### config.mk
export PLATFORM = sky130hd
export DESIGN_NAME = id_ex_hazard_stage_flat
export DESIGN_NICKNAME = d
export VERILOG_FILES = /design/src/rtl/id_ex_hazard_if.sv /design/src/rtl/id_ex_hazard_stage.sv /design/src/flat_wrapper.sv
export SDC_FILE = /design/constraint.sdc
export NUM_CORES = 1
export LEC_CHECK = 0
export BUFFER_PORTS_ARGS = -buffer_cell sky130_fd_sc_hd__buf_4
export CORE_UTILIZATION = 35
export DETAILED_ROUTE_END_ITERATION = 16
export PLACE_DENSITY = 0.65
export SYNTH_ARGS = -nofsm -noshare
export SYNTH_HDL_FRONTEND = slang
export SYNTH_SLANG_ARGS = --single-unit
### constraint.sdc
create_clock -name clk -period 2.37 [get_ports clk]
set_clock_uncertainty 0.1 [all_clocks]
set_input_delay 0.1185 -clock clk [delete_from_list [all_inputs] [get_ports clk]]
set_output_delay 0.1185 -clock clk [all_outputs]
set_load 0.005 [all_outputs]
### src/rtl/id_ex_hazard_if.sv
// ID/EX/MEM control bundle between the decode stage and the hazard/pipeline
// register block. The decode side (master) drives the *_ID fields and
// consumes the registered EX/MEM fields plus the stall/flush controls.
interface id_ex_hazard_if #(
   parameter int REG_W = 5,
   parameter int CNT_W = 16
);
   // Decode-stage instruction fields
   logic [REG_W-1:0] Rn_ID;
   logic [REG_W-1:0] Rm_ID;
   logic             usesRn_ID;
   logic             usesRm_ID;
   logic [REG_W-1:0] Rd_ID;
   logic             RegWrite_ID;
   logic             MemRead_ID;
   logic             setFlag_ID;
   logic             branch_taken_ID;

   // Registered downstream fields consumed by forwarding
   logic [REG_W-1:0] Rd_EX;
   logic             RegWrite_EX;
   logic             MemRead_EX;
   logic             setFlag_EX;
   logic [REG_W-1:0] Rd_MEM;
   logic             RegWrite_MEM;

   // Front-end control and performance readout
   logic             stall;
   logic             flush_IF;
   logic [CNT_W-1:0] stall_count;
   logic [CNT_W-1:0] flush_count;

   modport master (
      output Rn_ID, Rm_ID, usesRn_ID, usesRm_ID, Rd_ID,
             RegWrite_ID, MemRead_ID, setFlag_ID, branch_taken_ID,
      input  Rd_EX, RegWrite_EX, MemRead_EX, setFlag_EX, Rd_MEM, RegWrite_MEM,
             stall, flush_IF, stall_count, flush_count
   );

   modport slave (
      input  Rn_ID, Rm_ID, usesRn_ID, usesRm_ID, Rd_ID,
             RegWrite_ID, MemRead_ID, setFlag_ID, branch_taken_ID,
      output Rd_EX, RegWrite_EX, MemRead_EX, setFlag_EX, Rd_MEM, RegWrite_MEM,
             stall, flush_IF, stall_count, flush_count
   );
endinterface

### src/rtl/id_ex_hazard_stage.sv
// ID->EX->MEM control pipeline registers with load-use hazard detection,
// branch flush generation and saturating stall/flush performance counters.
module id_ex_hazard_stage #(
   parameter int REG_W    = 5,
   parameter int CNT_W    = 16,
   parameter int ZERO_REG = 31
) (
   input  logic             clk,
   input  logic             reset,
   id_ex_hazard_if.slave    bus
);

   localparam logic [REG_W-1:0] ZR      = REG_W'(ZERO_REG);
   localparam logic [CNT_W-1:0] CNT_MAX = '1;

   typedef enum logic {
      RUN,
      LOAD_STALL
   } state_t;

   state_t           state_q, state_d;

   logic [REG_W-1:0] rd_ex_q, rd_ex_d;
   logic             regwrite_ex_q, regwrite_ex_d;
   logic             memread_ex_q, memread_ex_d;
   logic             setflag_ex_q, setflag_ex_d;
   logic [REG_W-1:0] rd_mem_q, rd_mem_d;
   logic             regwrite_mem_q, regwrite_mem_d;
   logic [CNT_W-1:0] stall_count_q, stall_count_d;
   logic [CNT_W-1:0] flush_count_q, flush_count_d;

   logic             hz;
   logic             stall;
   logic             flush;
   logic             rn_match;
   logic             rm_match;

   // Load-use hazard: EX holds a load whose result the ID instruction reads.
   // XZR is never a real producer, and reset masks the front-end controls.
   always_comb begin
      rn_match = bus.usesRn_ID & (bus.Rn_ID == rd_ex_q);
      rm_match = bus.usesRm_ID & (bus.Rm_ID == rd_ex_q);
      hz       = memread_ex_q & regwrite_ex_q & (rd_ex_q != ZR) & (rn_match | rm_match);
      stall    = hz & ~reset;
      // A branch resolved on stale operands is not trusted, so stall wins.
      flush    = bus.branch_taken_ID & ~stall & ~reset;
   end

   // EX captures ID or a bubble on stall; MEM always follows EX.
   always_comb begin
      if (stall) begin
         rd_ex_d       = ZR;
         regwrite_ex_d = 1'b0;
         memread_ex_d  = 1'b0;
         setflag_ex_d  = 1'b0;
      end else begin
         rd_ex_d       = bus.Rd_ID;
         regwrite_ex_d = bus.RegWrite_ID;
         memread_ex_d  = bus.MemRead_ID;
         setflag_ex_d  = bus.setFlag_ID;
      end
      rd_mem_d       = rd_ex_q;
      regwrite_mem_d = regwrite_ex_q;
   end

   // Performance counters saturate at all-ones rather than wrapping.
   always_comb begin
      stall_count_d = stall_count_q;
      flush_count_d = flush_count_q;
      if (stall && (stall_count_q != CNT_MAX)) begin
         stall_count_d = stall_count_q + 1'b1;
      end
      if (flush && (flush_count_q != CNT_MAX)) begin
         flush_count_d = flush_count_q + 1'b1;
      end
   end

   // Stall tracker: a stall lasts exactly one cycle because EX then holds a bubble.
   always_comb begin
      state_d = state_q;
      case (state_q)
         RUN:        if (stall) state_d = LOAD_STALL;
         LOAD_STALL: state_d = RUN;
         default:    state_d = RUN;
      endcase
   end

   // State registers with synchronous reset to an empty (XZR, no-write) pipeline.
   always_ff @(posedge clk) begin
      if (reset) begin
         state_q        <= RUN;
         rd_ex_q        <= ZR;
         regwrite_ex_q  <= 1'b0;
         memread_ex_q   <= 1'b0;
         setflag_ex_q   <= 1'b0;
         rd_mem_q       <= ZR;
         regwrite_mem_q <= 1'b0;
         stall_count_q  <= '0;
         flush_count_q  <= '0;
      end else begin
         state_q        <= state_d;
         rd_ex_q        <= rd_ex_d;
         regwrite_ex_q  <= regwrite_ex_d;
         memread_ex_q   <= memread_ex_d;
         setflag_ex_q   <= setflag_ex_d;
         rd_mem_q       <= rd_mem_d;
         regwrite_mem_q <= regwrite_mem_d;
         stall_count_q  <= stall_count_d;
         flush_count_q  <= flush_count_d;
      end
   end

   // A hazard seen while the bubble is in EX means the bubble logic is broken.
   a_no_stall_in_load_stall : assert property (
      @(posedge clk) disable iff (reset) (state_q == LOAD_STALL) |-> !hz
   );

   assign bus.Rd_EX        = rd_ex_q;
   assign bus.RegWrite_EX  = regwrite_ex_q;
   assign bus.MemRead_EX   = memread_ex_q;
   assign bus.setFlag_EX   = setflag_ex_q;
   assign bus.Rd_MEM       = rd_mem_q;
   assign bus.RegWrite_MEM = regwrite_mem_q;
   assign bus.stall        = stall;
   assign bus.flush_IF     = flush;
   assign bus.stall_count  = stall_count_q;
   assign bus.flush_count  = flush_count_q;

endmodule

### src/flat_wrapper.sv
// flat-port wrapper written by rule: the top's interface ports become plain ports
module id_ex_hazard_stage_flat 
#(
   parameter int REG_W    = 5,
   parameter int CNT_W    = 16,
   parameter int ZERO_REG = 31
)
  (clk, reset, bus_Rn_ID, bus_Rm_ID, bus_usesRn_ID, bus_usesRm_ID, bus_Rd_ID, bus_RegWrite_ID, bus_MemRead_ID, bus_setFlag_ID, bus_branch_taken_ID, bus_Rd_EX, bus_RegWrite_EX, bus_MemRead_EX, bus_setFlag_EX, bus_Rd_MEM, bus_RegWrite_MEM, bus_stall, bus_flush_IF, bus_stall_count, bus_flush_count);
  id_ex_hazard_if #(.REG_W(REG_W), .CNT_W(CNT_W)) bus_i ();
  input  logic clk;
  input  logic reset;
  input wire logic [$bits(bus_i.Rn_ID)-1:0] bus_Rn_ID;
  input wire logic [$bits(bus_i.Rm_ID)-1:0] bus_Rm_ID;
  input wire logic [$bits(bus_i.usesRn_ID)-1:0] bus_usesRn_ID;
  input wire logic [$bits(bus_i.usesRm_ID)-1:0] bus_usesRm_ID;
  input wire logic [$bits(bus_i.Rd_ID)-1:0] bus_Rd_ID;
  input wire logic [$bits(bus_i.RegWrite_ID)-1:0] bus_RegWrite_ID;
  input wire logic [$bits(bus_i.MemRead_ID)-1:0] bus_MemRead_ID;
  input wire logic [$bits(bus_i.setFlag_ID)-1:0] bus_setFlag_ID;
  input wire logic [$bits(bus_i.branch_taken_ID)-1:0] bus_branch_taken_ID;
  output wire logic [$bits(bus_i.Rd_EX)-1:0] bus_Rd_EX;
  output wire logic [$bits(bus_i.RegWrite_EX)-1:0] bus_RegWrite_EX;
  output wire logic [$bits(bus_i.MemRead_EX)-1:0] bus_MemRead_EX;
  output wire logic [$bits(bus_i.setFlag_EX)-1:0] bus_setFlag_EX;
  output wire logic [$bits(bus_i.Rd_MEM)-1:0] bus_Rd_MEM;
  output wire logic [$bits(bus_i.RegWrite_MEM)-1:0] bus_RegWrite_MEM;
  output wire logic [$bits(bus_i.stall)-1:0] bus_stall;
  output wire logic [$bits(bus_i.flush_IF)-1:0] bus_flush_IF;
  output wire logic [$bits(bus_i.stall_count)-1:0] bus_stall_count;
  output wire logic [$bits(bus_i.flush_count)-1:0] bus_flush_count;
  assign bus_i.Rn_ID = bus_Rn_ID;
  assign bus_i.Rm_ID = bus_Rm_ID;
  assign bus_i.usesRn_ID = bus_usesRn_ID;
  assign bus_i.usesRm_ID = bus_usesRm_ID;
  assign bus_i.Rd_ID = bus_Rd_ID;
  assign bus_i.RegWrite_ID = bus_RegWrite_ID;
  assign bus_i.MemRead_ID = bus_MemRead_ID;
  assign bus_i.setFlag_ID = bus_setFlag_ID;
  assign bus_i.branch_taken_ID = bus_branch_taken_ID;
  assign bus_Rd_EX = bus_i.Rd_EX;
  assign bus_RegWrite_EX = bus_i.RegWrite_EX;
  assign bus_MemRead_EX = bus_i.MemRead_EX;
  assign bus_setFlag_EX = bus_i.setFlag_EX;
  assign bus_Rd_MEM = bus_i.Rd_MEM;
  assign bus_RegWrite_MEM = bus_i.RegWrite_MEM;
  assign bus_stall = bus_i.stall;
  assign bus_flush_IF = bus_i.flush_IF;
  assign bus_stall_count = bus_i.stall_count;
  assign bus_flush_count = bus_i.flush_count;
  id_ex_hazard_stage #(.REG_W(REG_W), .CNT_W(CNT_W), .ZERO_REG(ZERO_REG)) u_core (.clk(clk), .reset(reset), .bus(bus_i));
endmodule
==> metrics.md, run 1 <==
| Metric | Value |
|---|---|
| Status | `finished, final reports clean` |
| CTS root buf | `clkbuf_8` |
| DRT Pass-1 Iters | `4` |
| Worst setup endpoint | `bus_flush_IF` |
| Port buffer count | `70` |
| RR Endpoint | `u_core.bus.flush_count[5]$_SDFFE_PP0P_` |
| Class of the worst hold path | `in -> reg` |
| # Post-CTS Setup Buffers | `0` |
| Via density | `5.07` |
| H-tree depth | `2` |
| Adder-Cell Fraction of Synth Area | `0.0117` |
| Hold Violations, Final | `0` |
| GR Util All Layers | `0.177` |
| Int Power | `1100 uW` |
| Area growth syn-to-layout | `37.5%` |
| Syn. warnings | `0` |
| Combinational power share | `0.093` |
| Die X-Extent | `80.1 um` |
| CP required | `2.15 ns` |
| Post-route ant nets | `0` |
| Part of the power in the clock network | `0.345` |
| Initial antenna violation count | `0` |
| Part of the power in registers | `0.562` |
| Mux share of post-synthesis cell area | `0.0200` |
| Total number of vias | `slightly above 2k` |
| Die Y | `~80 um` |
| Overflow after GRT | `0` |
| Syn_nets | `264` |
| Worst R2R Path Depth | `6` |
| Compound-gate portion of the synthesized area | `0.121` |
| #FFs+latches synth | `46` |
| Slew @ Worst Pin | `around 0.55 ns` |
| Syn Inst Count | `239` |
| CP startpoint kind | `flop` |
| Crit. End Element | `output pin` |
| Mapped Area | `between 2000 and 2500 um^2` |
| Mean Syn Cell Area | `around 8.9 um^2` |
| Slew Limit Fails | `0` |
| Nets | `roughly 350` |
| Wire length per cell | `between 10 and 15 um` |
| Starting Density | `0.362` |
| Pin count of the biggest net entering global routing | `43` |
| NetSw | `~330 uW` |
| Sequential area share after synthesis | `0.432` |
| Clock Tree Buf Depth | `2` |
| Max-cap violations | `0` |
| Tcrit/Tclk final | `0.907` |
| Layout cells sized above 1 | `0.298` |
| CP arrival | `around 1.9 ns` |
| Slew headroom | `0.625` |
| Iter 0 DRT Violations | `66` |
| Worst r2r src | `u_core.bus.flush_count[3]$_SDFFE_PP0P_` |
| Rows | `28` |
| Kind of critical path | `reg -> out` |
| Max IR drop VDD | `~280 uV` |
| Fin Hold WS | `roughly 0.13 ns` |
| CTS tree | `yes` |
| Clk slew on worst S/H paths | `approximately 0.080 ns` |
| Synth cell types | `37` |
| Num CTS Buffers | `5` |
| # setup viols final | `0` |
| Dpl hpwl | `approximately 3.8 mm` |
| Period minus WS final | `~2.2 ns` |
| Drt total wl | `about 5.3 mm` |
| Worst skew pair latency | `about 0.3 ns` |
| GPL Wtd Cong | `0.810` |
| Die footprint | `around 6400 um^2` |
| RSZ-0062 raised after global routing | `no` |
| Post-Synth Simple-Gate Area | `0.277` |
| Ports | `around 70` |
| Max Fanout on Critical Path | `19` |
| XOR/XNOR share of the synthesized area | `0.107` |
| Number of global-route vias before repair | `about 1.9k` |
| R2r setup slk | `roughly 0.26 ns` |
| PwrDens | `about 490 nW/um^2` |
| Sw Share | `0.229` |
| Static leakage | `between 0.001 and 0.0015 uW` |
| Setup TNS | `0 ns` |
| Peak Freq | `between 0.4 and 0.5 GHz` |
| Std-Cell Core Area | `between 5000 and 6000 um^2` |
| Combinational family with the most area after synthesis | `simple AND/OR/NAND/NOR gates` |
| Diodes inserted | `0` |
| # DRC | `0` |
| Global-route wire length before repair | `slightly below 9 mm` |
| Critical path startpoint | `u_core.bus.Rd_EX[2]$_SDFF_PP1_` |
| Clk sinks | `46` |
timing repair:
item / 4_1_cts / 5_1_grt
endpoints found under the hold margin: 8 / 0
hold buffers: 8 / 0
gates resized for setup: 0 / 1
endpoints found under the setup margin: 0 / 2
registers in the layout, summed over array words and instances, names as in the netlist:
| name | count |
|---|---|
| u_core.bus.flush_count | 16 |
| u_core.bus.stall_count | 16 |
| u_core.bus.Rd_EX | 5 |
| u_core.bus.Rd_MEM | 5 |
| u_core.bus.MemRead_EX | 1 |
| u_core.bus.RegWrite_EX | 1 |
| u_core.bus.RegWrite_MEM | 1 |
| u_core.bus.setFlag_EX | 1 |
cells in the final DEF, fill, tap and decap left out, types with 3 or more instances in the layout:
cell type / n
a2111oi_0: 4
a21oi_1: 19
and2_1: 7
and3_1: 5
and4_1: 5
buf_4: 77
clkbuf_8: 6
dfxtp_1: 45
dlygate4sd3_1: 8
inv_1: 6
nand2_1: 11
nand2b_1: 5
nand3_1: 15
nand4_1: 14
nor2_1: 22
nor2b_1: 4
o21ai_0: 3
o31ai_1: 5
or2_2: 6
or3_1: 3
or4_1: 5
xnor2_1: 21
xor2_1: 5
cells by family (layout without fill, tap and decap cells):
| kind of cell | count (synthesis) | count (layout) |
|---|---|---|
| AO/OA/AOI/OAI | 39 | 39 |
| XOR/XNOR | 26 | 26 |
| adder cells (fa/ha/maj) | 2 | 2 |
| buffers and inverters | 16 | 99 |
| flip-flops | 46 | 46 |
| multiplexers | 4 | 4 |
| AND/OR/NAND/NOR | 106 | 106 |
critical path, cell delays in order, from the launching register on:
cell and delay [ns]:
dfxtp_1 0.43, xnor2_1 0.16, nand4_1 0.11, o22ai_1 0.22, buf_4 0.27, a21oi_1 0.13
and2_1 0.19, buf_4 0.13
cell usage after synthesis:
master     number  area, um^2
a2111oi_0       4        35.0
or3_1           3        18.8
clkbuf_2        1        5.00
nor2_1         22        82.6
mux2_2          2        22.5
o21ai_0         3        15.0
nor3b_1         1        7.51
and2_1          7        43.8
a31oi_4         1        21.3
dfxtp_1        46         921
nand2_1        11        41.3
and4_1          5        43.8
a31o_2          1        8.76
or2_2           6        37.5
inv_1           6        22.5
nor2b_1         4        25.0
ha_1            2        25.0
clkbuf_1        5        18.8
a211oi_1        2        15.0
xnor2_1        21         184
xor2_1          5        43.8
nand4b_1        2        17.5
a21oi_1        19        95.1
mux2i_1         2        20.0
o31a_1          1        8.76
nand3_1        15        75.1
nor3_2          1        10.0
or4_1           5        37.5
buf_2           2        10.0
and3_1          5        31.3
buf_4           1        7.51
o22ai_1         1        6.26
nand4_1        14        87.6
o31ai_1         5        37.5
nand2b_1        5        31.3
a21o_1          2        15.0
buf_1           1        3.75
per-stage QoR:
stage | area (um^2) | power, uW | setup WS, ns | instances | util
after global placement | 2760 | 943 | 0.288 | 381 | 0.469
final | 2930 | 1430 | 0.220 | 397 | 0.498
after floorplan | 2130 | 875 | 0.436 | 239 | -
after CTS | 2930 | 1450 | 0.181 | 397 | 0.498
after global routing | 2930 | 1500 | 0.0105 | 397 | 0.498
after detailed placement | 2760 | 945 | 0.228 | 381 | 0.469
how the worst min path moves through the flow:
stage                      start                                      to  slack, ns  depth (start not counted)
finish                     reset  u_core.bus.stall_count[1]$_SDFFE_PP0P_       0.13                          2
global route               reset  u_core.bus.flush_count[3]$_SDFFE_PP0P_       0.14                          2
CTS                        reset  u_core.bus.flush_count[3]$_SDFFE_PP0P_       0.13                          2
detailed placement  bus_Rd_ID[4]          u_core.bus.Rd_EX[4]$_SDFF_PP1_       0.21                          2
global placement    bus_Rd_ID[4]          u_core.bus.Rd_EX[4]$_SDFF_PP1_       0.20                          2
floorplan           bus_Rd_ID[0]          u_core.bus.Rd_EX[0]$_SDFF_PP1_       0.12                          1
layout make-up:
class | instances | area, um^2
Clock buffer | 7 | 86.3
Clock inverter | 1 | 5.00
Sequential cell | 46 | 922
Fill cell | 567 | 2950
Tap cell | 75 | 93.8
Timing Repair Buffer | 85 | 658
Inverter | 6 | 22.5
Multi-Input combinational cell | 177 | 1140
power groups by stage:
stage	registers [uW]	clock network, uW	logic [uW]
after floorplan	820	0	54.5
final	803	493	133
after global placement	821	0	122
after CTS	803	509	134
after detailed placement	821	0	123
after global routing	806	546	145
layer usage:
metal / routed length (um) / up-vias / track usage
li1: - / 1013 / -
met1: 2350 / 942 / 0.211
met2: 2650 / 49 / 0.302
met3: 200 / 7 / 0.0307
met4: 94 / 0 / 0.0929
met5: 0 / - / 0
Power figures use the tool's default switching activity.
==> inputs of run 2 (changes only) <==
--- a/config.mk
+++ b/config.mk
@@ -9,4 +9,6 @@
 export CORE_UTILIZATION = 35
 export DETAILED_ROUTE_END_ITERATION = 16
+export GPL_TIMING_DRIVEN = 0
+export HOLD_SLACK_MARGIN = 0.15
 export PLACE_DENSITY = 0.65
 export SYNTH_ARGS = -nofsm -noshare
==> constraint.sdc (replaced) <==
create_clock -name clk -period 2.37 [get_ports clk]
set_clock_uncertainty 0.1 [all_clocks]
set_input_delay 0.474 -clock clk [delete_from_list [all_inputs] [get_ports clk]]
set_output_delay 0.474 -clock clk [all_outputs]
set_load 0.005 [all_outputs]
==> metrics.md, run 2 (synthesized netlist as in run 1, its figures left out) <==
| Metric | Value |
|---|---|
| Nets | `346 (unchanged)` |
| Peak Freq | `0.440 GHz (was 0.465 GHz)` |
| Class of the worst hold path | `in -> reg (unchanged)` |
| Port buffer count | `70 (unchanged)` |
| Slew @ Worst Pin | `0.536 ns (was 0.548 ns)` |
| Num CTS Buffers | `5 (unchanged)` |
| Period minus WS final | `2.27 ns (was 2.15 ns)` |
| Status | `finished, final reports clean (unchanged)` |
| Ports | `71 (unchanged)` |
| Std-Cell Core Area | `5890 um^2 (unchanged)` |
| Starting Density | `0.362 (unchanged)` |
| # setup viols final | `0 (unchanged)` |
| Slew headroom | `0.633 (was 0.625)` |
| PwrDens | `486 nW/um^2 (was 488 nW/um^2)` |
| Rows | `28 (unchanged)` |
| Fin Hold WS | `0.267 ns (was 0.133 ns)` |
| Slowest stage delay, CP | `0.44 ns (was 0.43 ns)` |
| Clock Tree Buf Depth | `2 (unchanged)` |
| Cts hold-fix bufs | `0 (was 8)` |
| Buf/Inv on CP | `2 (unchanged)` |
| CTS tree | `yes (unchanged)` |
| Initial antenna violation count | `0 (unchanged)` |
| CTS root buf | `clkbuf_8 (unchanged)` |
| GPL Wtd Cong | `0.768 (was 0.810)` |
| CP arrival | `1.70 ns (was 1.93 ns)` |
| Hold Violations, Final | `0 (unchanged)` |
| CP startpoint kind | `flop (unchanged)` |
| # DRC | `0 (unchanged)` |
| Layout cells sized above 1 | `0.332 (was 0.298)` |
| Die footprint | `6410 um^2 (unchanged)` |
| Dpl hpwl | `3.91 mm (was 3.79 mm)` |
| H-tree depth | `2 (unchanged)` |
| Diodes inserted | `0 (unchanged)` |
| Wire length per cell | `13.5 um (was 13.3 um)` |
| Max Fanout on Critical Path | `6 (was 19)` |
| Commonest cells after routing, fill and taps aside | `buf_4 (75), dfxtp_1 (42), nor2_1 (22) (was buf_4 (77), dfxtp_1 (45), nor2_1 (22))` |
| Clk sinks | `46 (unchanged)` |
| Overflow after GRT | `0 (unchanged)` |
| Slew Limit Fails | `0 (unchanged)` |
| Critical path's slowest cell | `dfxtp_1 (unchanged)` |
| Drt total wl | `5.36 mm (was 5.30 mm)` |
| Critical path, cell by cell | `xnor2_1 -> nand4_1 -> o22ai_2 -> buf_6 -> a21oi_4 -> and2_4 -> buf_4 (was xnor2_1 -> nand4_1 -> o22ai_1 -> buf_4 -> a21oi_1 -> and2_1 -> buf_4)` |
| Area growth syn-to-layout | `37.6% (was 37.5%)` |
| Worst skew pair latency | `0.29 ns (was 0.30 ns)` |
| Static leakage | `0.00117 uW (about the same)` |
| Delay-heaviest family, CP | `flip-flops (unchanged)` |
| Die Y | `80.1 um (unchanged)` |
| Kind of critical path | `reg -> out (unchanged)` |
| Commonest non-fill, non-tap cell in the layout | `buf_4 (unchanged)` |
| CP required | `1.80 ns (was 2.15 ns)` |
| Post-route ant nets | `0 (unchanged)` |
| Power Total | `1430 uW (about the same)` |
| Global-route wire length before repair | `8.65 mm (was 8.74 mm)` |
| Clk slew on worst S/H paths | `0.08 ns (about the same)` |
| Setup TNS | `0 ns (unchanged)` |
| Max-cap violations | `0 (unchanged)` |
| RSZ-0062 raised after global routing | `yes (was no)` |
| Max IR drop VDD | `225 uV (was 279 uV)` |
| Tcrit/Tclk final | `0.959 (was 0.907)` |
| Iter 0 DRT Violations | `89 (was 66)` |
| GR Util All Layers | `0.173 (was 0.177)` |
| Pin count of the biggest net entering global routing | `14 (was 43)` |
| Crit. End Element | `output pin (unchanged)` |
| Total number of vias | `2006 (was 2011)` |
| Die X-Extent | `80.1 um (unchanged)` |
| Via density | `5.05 (was 5.07)` |
| DRT Pass-1 Iters | `4 (unchanged)` |
| Number of global-route vias before repair | `1844 (was 1903)` |
==> run 2: stage by stage <==
stage / cell area [um^2] / util / setup WS, ns / instances
final: 2930 / 0.499 / 0.0965 / 397
after global routing: 2930 / 0.499 / -0.0227 / 397
after CTS: 2870 / 0.488 / 0.000388 / 392
after detailed placement: 2750 / 0.467 / -0.191 / 384
after global placement: 2750 / 0.467 / -0.199 / 384
after floorplan: 2130 / - / 0.338 / 239
==> run 2: report_power, final <==
part / internal [uW] / switching, uW / leakage (uW) / total, uW
registers: 786 / 16.7 / 0.000374 / 803
clock network: 236 / 251 / 0.0000482 / 486
logic: 79.8 / 58.1 / 0.000747 / 138
total: 1100 / 325 / 0.00117 / 1430
==> run 2: layout make-up <==
class	count	area, um^2
flip-flops and latches	46	933
inverters	6	22.5
clock buffers	7	86.3
fillers	571	2950
multi-input cells	177	1180
clock inverters	1	5.00
repair buffers	75	563
plain buffers	10	48.8
well taps	75	93.8
==> run 2: worst paths after layout <==
kind | startpoint | to | cells after the start | slack, ns
worst max-delay path | u_core.bus.Rd_EX[0]$_SDFF_PP1_ | bus_flush_IF | 7 | 0.1
worst min-delay path | bus_Rd_ID[3] | u_core.bus.Rd_EX[3]$_SDFF_PP1_ | 2 | 0.27
worst max register to register | u_core.bus.flush_count[0]$_SDFFE_PP0P_ | u_core.bus.flush_count[8]$_SDFFE_PP0P_ | 7 | 0.18
worst min register to register | u_core.bus.RegWrite_EX$_SDFF_PP0_ | u_core.bus.RegWrite_MEM$_SDFF_PP0_ | 1 | 0.38
==> run 2: per-layer routing <==
| metal | part of all wire | GRT usage | vias to the layer above |
|---|---|---|---|
| met5 | 0 | 0 | - |
| met4 | 0.019 | 0.0607 | 0 |
| met3 | 0.040 | 0.0352 | 8 |
| met2 | 0.48 | 0.279 | 55 |
| met1 | 0.46 | 0.229 | 931 |
| li1 | - | - | 1012 |
==> run 2: worst reg2reg max path: cells and delay by family (launching register included) <==
kind                     cells  cell delay (ns)
multiplexers                 1             0.29
flip-flops                   1             0.37
AO/OA/AOI/OAI                1             0.41
AND/OR/NAND/NOR              4             0.63
adder cells (fa/ha/maj)      1             0.30
==> run 2: what timing repair did <==
action	in CTS	in global routing
setup buffers	0	5
endpoints found under the setup margin	2	4
gates resized for setup	9	6
pin swaps	1	4
==> inputs of run 3 (changes only) <==
--- a/config.mk
+++ b/config.mk
@@ -12,4 +12,5 @@
 export HOLD_SLACK_MARGIN = 0.15
 export PLACE_DENSITY = 0.65
+export SETUP_SLACK_MARGIN = 0.4
 export SYNTH_ARGS = -nofsm -noshare
 export SYNTH_HDL_FRONTEND = slang
==> constraint.sdc (replaced) <==
create_clock -name clk -period 2.37 [get_ports clk]
set_clock_uncertainty 0.1 [all_clocks]
set_input_delay 0.474 -clock clk [delete_from_list [all_inputs] [get_ports clk]]
set_output_delay 0.474 -clock clk [all_outputs]
set_load 0.01 [all_outputs]
==> metrics.md, run 3 (synthesized netlist as in run 1, its figures left out) <==
| Metric | Value |
|---|---|
| Slew @ Worst Pin | `0.616 ns (was 0.536 ns)` |
| FF/Latch Area | `953 um^2 (was 933 um^2)` |
| Fin Hold WS | `0.248 ns (was 0.267 ns)` |
| Drt total wl | `6.41 mm (was 5.36 mm)` |
| Setup TNS | `0 ns (unchanged)` |
| Crit. End Element | `output pin (unchanged)` |
| Slew Limit Fails | `0 (unchanged)` |
| GR Util All Layers | `0.189 (was 0.173)` |
| Tcrit/Tclk final | `0.951 (was 0.959)` |
| Commonest cells after routing, fill and taps aside | `buf_4 (84), dfxtp_1 (30), nor2_1 (22) (was buf_4 (75), dfxtp_1 (42), nor2_1 (22))` |
| Num CTS Buffers | `5 (unchanged)` |
| Iter 0 DRT Violations | `117 (was 89)` |
| Slew headroom | `0.589 (was 0.633)` |
| Critical path startpoint | `u_core.bus.Rd_EX[4]$_SDFF_PP1_ (was u_core.bus.Rd_EX[0]$_SDFF_PP1_)` |
| Max-cap violations | `0 (unchanged)` |
| Clk sinks | `46 (unchanged)` |
| Total number of vias | `2169 (was 2006)` |
| Worst setup margin | `0.117 ns (was 0.0965 ns)` |
| Initial antenna violation count | `0 (unchanged)` |
| Cts hold-fix bufs | `0 (unchanged)` |
| Worst skew pair latency | `0.30 ns (was 0.29 ns)` |
| Placed cell count | `384 (unchanged)` |
| H-tree depth | `2 (unchanged)` |
| Class of the worst hold path | `in -> reg (unchanged)` |
| Part of the power in the clock network | `0.426 (was 0.341)` |
| Int Power | `1330 uW (was 1100 uW)` |
| Clock Tree Buf Depth | `2 (unchanged)` |
| Rows | `28 (unchanged)` |
| RSZ-0062 raised after global routing | `yes (unchanged)` |
| Non-Filler Instances | `412 (was 397)` |
| CP arrival | `1.68 ns (was 1.70 ns)` |
| Status | `finished, final reports clean (unchanged)` |
| Via density | `5.26 (was 5.05)` |
| Dpl hpwl | `4.00 mm (was 3.91 mm)` |
| Layout cells sized above 1 | `0.496 (was 0.332)` |
| Post-route ant nets | `0 (unchanged)` |
| Hold Violations, Final | `0 (unchanged)` |
| Number of global-route vias before repair | `1915 (was 1844)` |
| CTS root buf | `clkbuf_8 (unchanged)` |
| Dpl ws | `-0.00520 ns (was -0.191 ns)` |
| Kind of critical path | `reg -> out (unchanged)` |
| PwrDens | `501 nW/um^2 (was 486 nW/um^2)` |
| # DRC | `0 (unchanged)` |
| Die footprint | `6410 um^2 (unchanged)` |
| RR Endpoint | `u_core.bus.stall_count[13]$_SDFFE_PP0P_ (was u_core.bus.flush_count[8]$_SDFFE_PP0P_)` |
| Static leakage | `0.00136 uW (was 0.00117 uW)` |
| Std-Cell Core Area | `5890 um^2 (unchanged)` |
| DRT Pass-1 Iters | `4 (unchanged)` |
| Die X-Extent | `80.1 um (unchanged)` |
| Worst R2R Path Depth | `8 (was 7)` |
| Filler cells | `517 (was 571)` |
| Peak Freq | `0.444 GHz (was 0.440 GHz)` |
| CP required | `1.80 ns (about the same)` |
| Area growth syn-to-layout | `59.3% (was 37.6%)` |
| Worst setup endpoint | `bus_flush_IF (unchanged)` |
| Combinational power share | `0.101 (was 0.097)` |
| HP Start | `bus_Rd_ID[0] (was bus_Rd_ID[3])` |
| Worst r2r src | `u_core.bus.Rd_EX[4]$_SDFF_PP1_ (was u_core.bus.flush_count[0]$_SDFFE_PP0P_)` |
| CTS tree | `yes (unchanged)` |
| GPL Wtd Cong | `0.815 (was 0.768)` |
| Max Fanout on Critical Path | `4 (was 6)` |
| Global-route wire length before repair | `9.22 mm (was 8.65 mm)` |
| Nets | `361 (was 346)` |
| Period minus WS final | `2.25 ns (was 2.27 ns)` |
| Max IR drop VDD | `262 uV (was 225 uV)` |
| R2r setup slk | `0.27 ns (was 0.18 ns)` |
| Post-route cell area | `3400 um^2 (was 2930 um^2)` |
| Clk slew on worst S/H paths | `0.08 ns (about the same)` |
| Port buffer count | `70 (unchanged)` |
| Commonest non-fill, non-tap cell in the layout | `buf_4 (unchanged)` |
| CP startpoint kind | `flop (unchanged)` |
| # setup viols final | `0 (unchanged)` |
| Overflow after GRT | `0 (unchanged)` |
| Part of the power in registers | `0.472 (was 0.563)` |
| Sw Share | `0.217 (was 0.228)` |
| NetSw | `368 uW (was 325 uW)` |
| Wire length per cell | `15.6 um (was 13.5 um)` |
| Pin count of the biggest net entering global routing | `15 (was 14)` |
| Ports | `71 (unchanged)` |
| Die Y | `80.1 um (unchanged)` |
| DP Area | `2760 um^2 (was 2750 um^2)` |
| Starting Density | `0.362 (unchanged)` |
| Area of the multi-input gates | `1390 um^2 (was 1180 um^2)` |
| Diodes inserted | `0 (unchanged)` |
==> run 3: cell types whose count changed in the layout (fill, tap and decap cells not counted), moves of 4 or more <==
cell	delta
buf_4	+9
dfxtp_2	+10
or4_1	-4
o31ai_1	-4
dfxtp_1	-12
or4_4	+4
buf_6	+5
a2111oi_0	-4
a21oi_2	+6
xnor2_2	+5
a21oi_1	-8
o31ai_2	+4
xnor2_1	-5
==> run 3: power groups by stage <==
stage          sequential, uW  clock, uW  combinational (uW)
2_1_floorplan             826          0                55.2
3_3_place_gp              822          0                 130
3_5_place_dp              822          0                 131
4_1_cts                   803        738                 156
5_1_grt                   806        764                 185
6_report                  803        725                 172
==> run 3: routing by layer <==
metal	track usage	wire (um)	vias to the layer above
li1	-	-	1055
met5	0	0	-
met3	0.0341	208	14
met2	0.314	3290	52
met4	0.0893	150	0
met1	0.236	2770	1048
==> run 3: cell type report <==
| class | count | share of cell area |
|---|---|---|
| clock buffers | 6 | 0.0243 |
| inverters | 6 | 0.00663 |
| clock inverters | 2 | 0.0177 |
| flip-flops and latches | 46 | 0.281 |
| well taps | 75 | 0.0276 |
| multi-input cells | 177 | 0.409 |
| repair buffers | 90 | 0.212 |
| plain buffers | 10 | 0.0217 |
==> run 3: metrics by stage <==
step | total power [uW] | util
2_1_floorplan | 881 | -
3_3_place_gp | 952 | 0.468
3_5_place_dp | 954 | 0.468
4_1_cts | 1700 | 0.526
5_1_grt | 1760 | 0.577
6_report | 1700 | 0.577
==> run 3: repair_timing <==
item / CTS / global route
buffers inserted: 10 / 9
endpoints found under the setup margin: 30 / 33
pin swaps: 16 / 13
cloned: 0 / 1
resized for setup: 29 / 62
==> run 3: worst max-delay path, stage by stage (launching register included) <==
cell and delay [ns]:
dfxtp_4 0.38, xnor2_2 0.15, nand4_1 0.14, o22ai_2 0.23, buf_6 0.15, a21oi_4 0.06, and2_4 0.15, buf_6 0.11
==> run 3: how the worst min path moves through the flow <==
stage | end | cells past startpoint | slack (ns)
floorplan | u_core.bus.stall_count[9]$_SDFFE_PP0P_ | 2 | 0.40
global placement | u_core.bus.RegWrite_MEM$_SDFF_PP0_ | 1 | 0.37
detailed placement | u_core.bus.RegWrite_MEM$_SDFF_PP0_ | 1 | 0.38
CTS | u_core.bus.Rd_EX[0]$_SDFF_PP1_ | 2 | 0.24
global route | u_core.bus.Rd_EX[2]$_SDFF_PP1_ | 2 | 0.24
finish | u_core.bus.Rd_EX[0]$_SDFF_PP1_ | 2 | 0.25
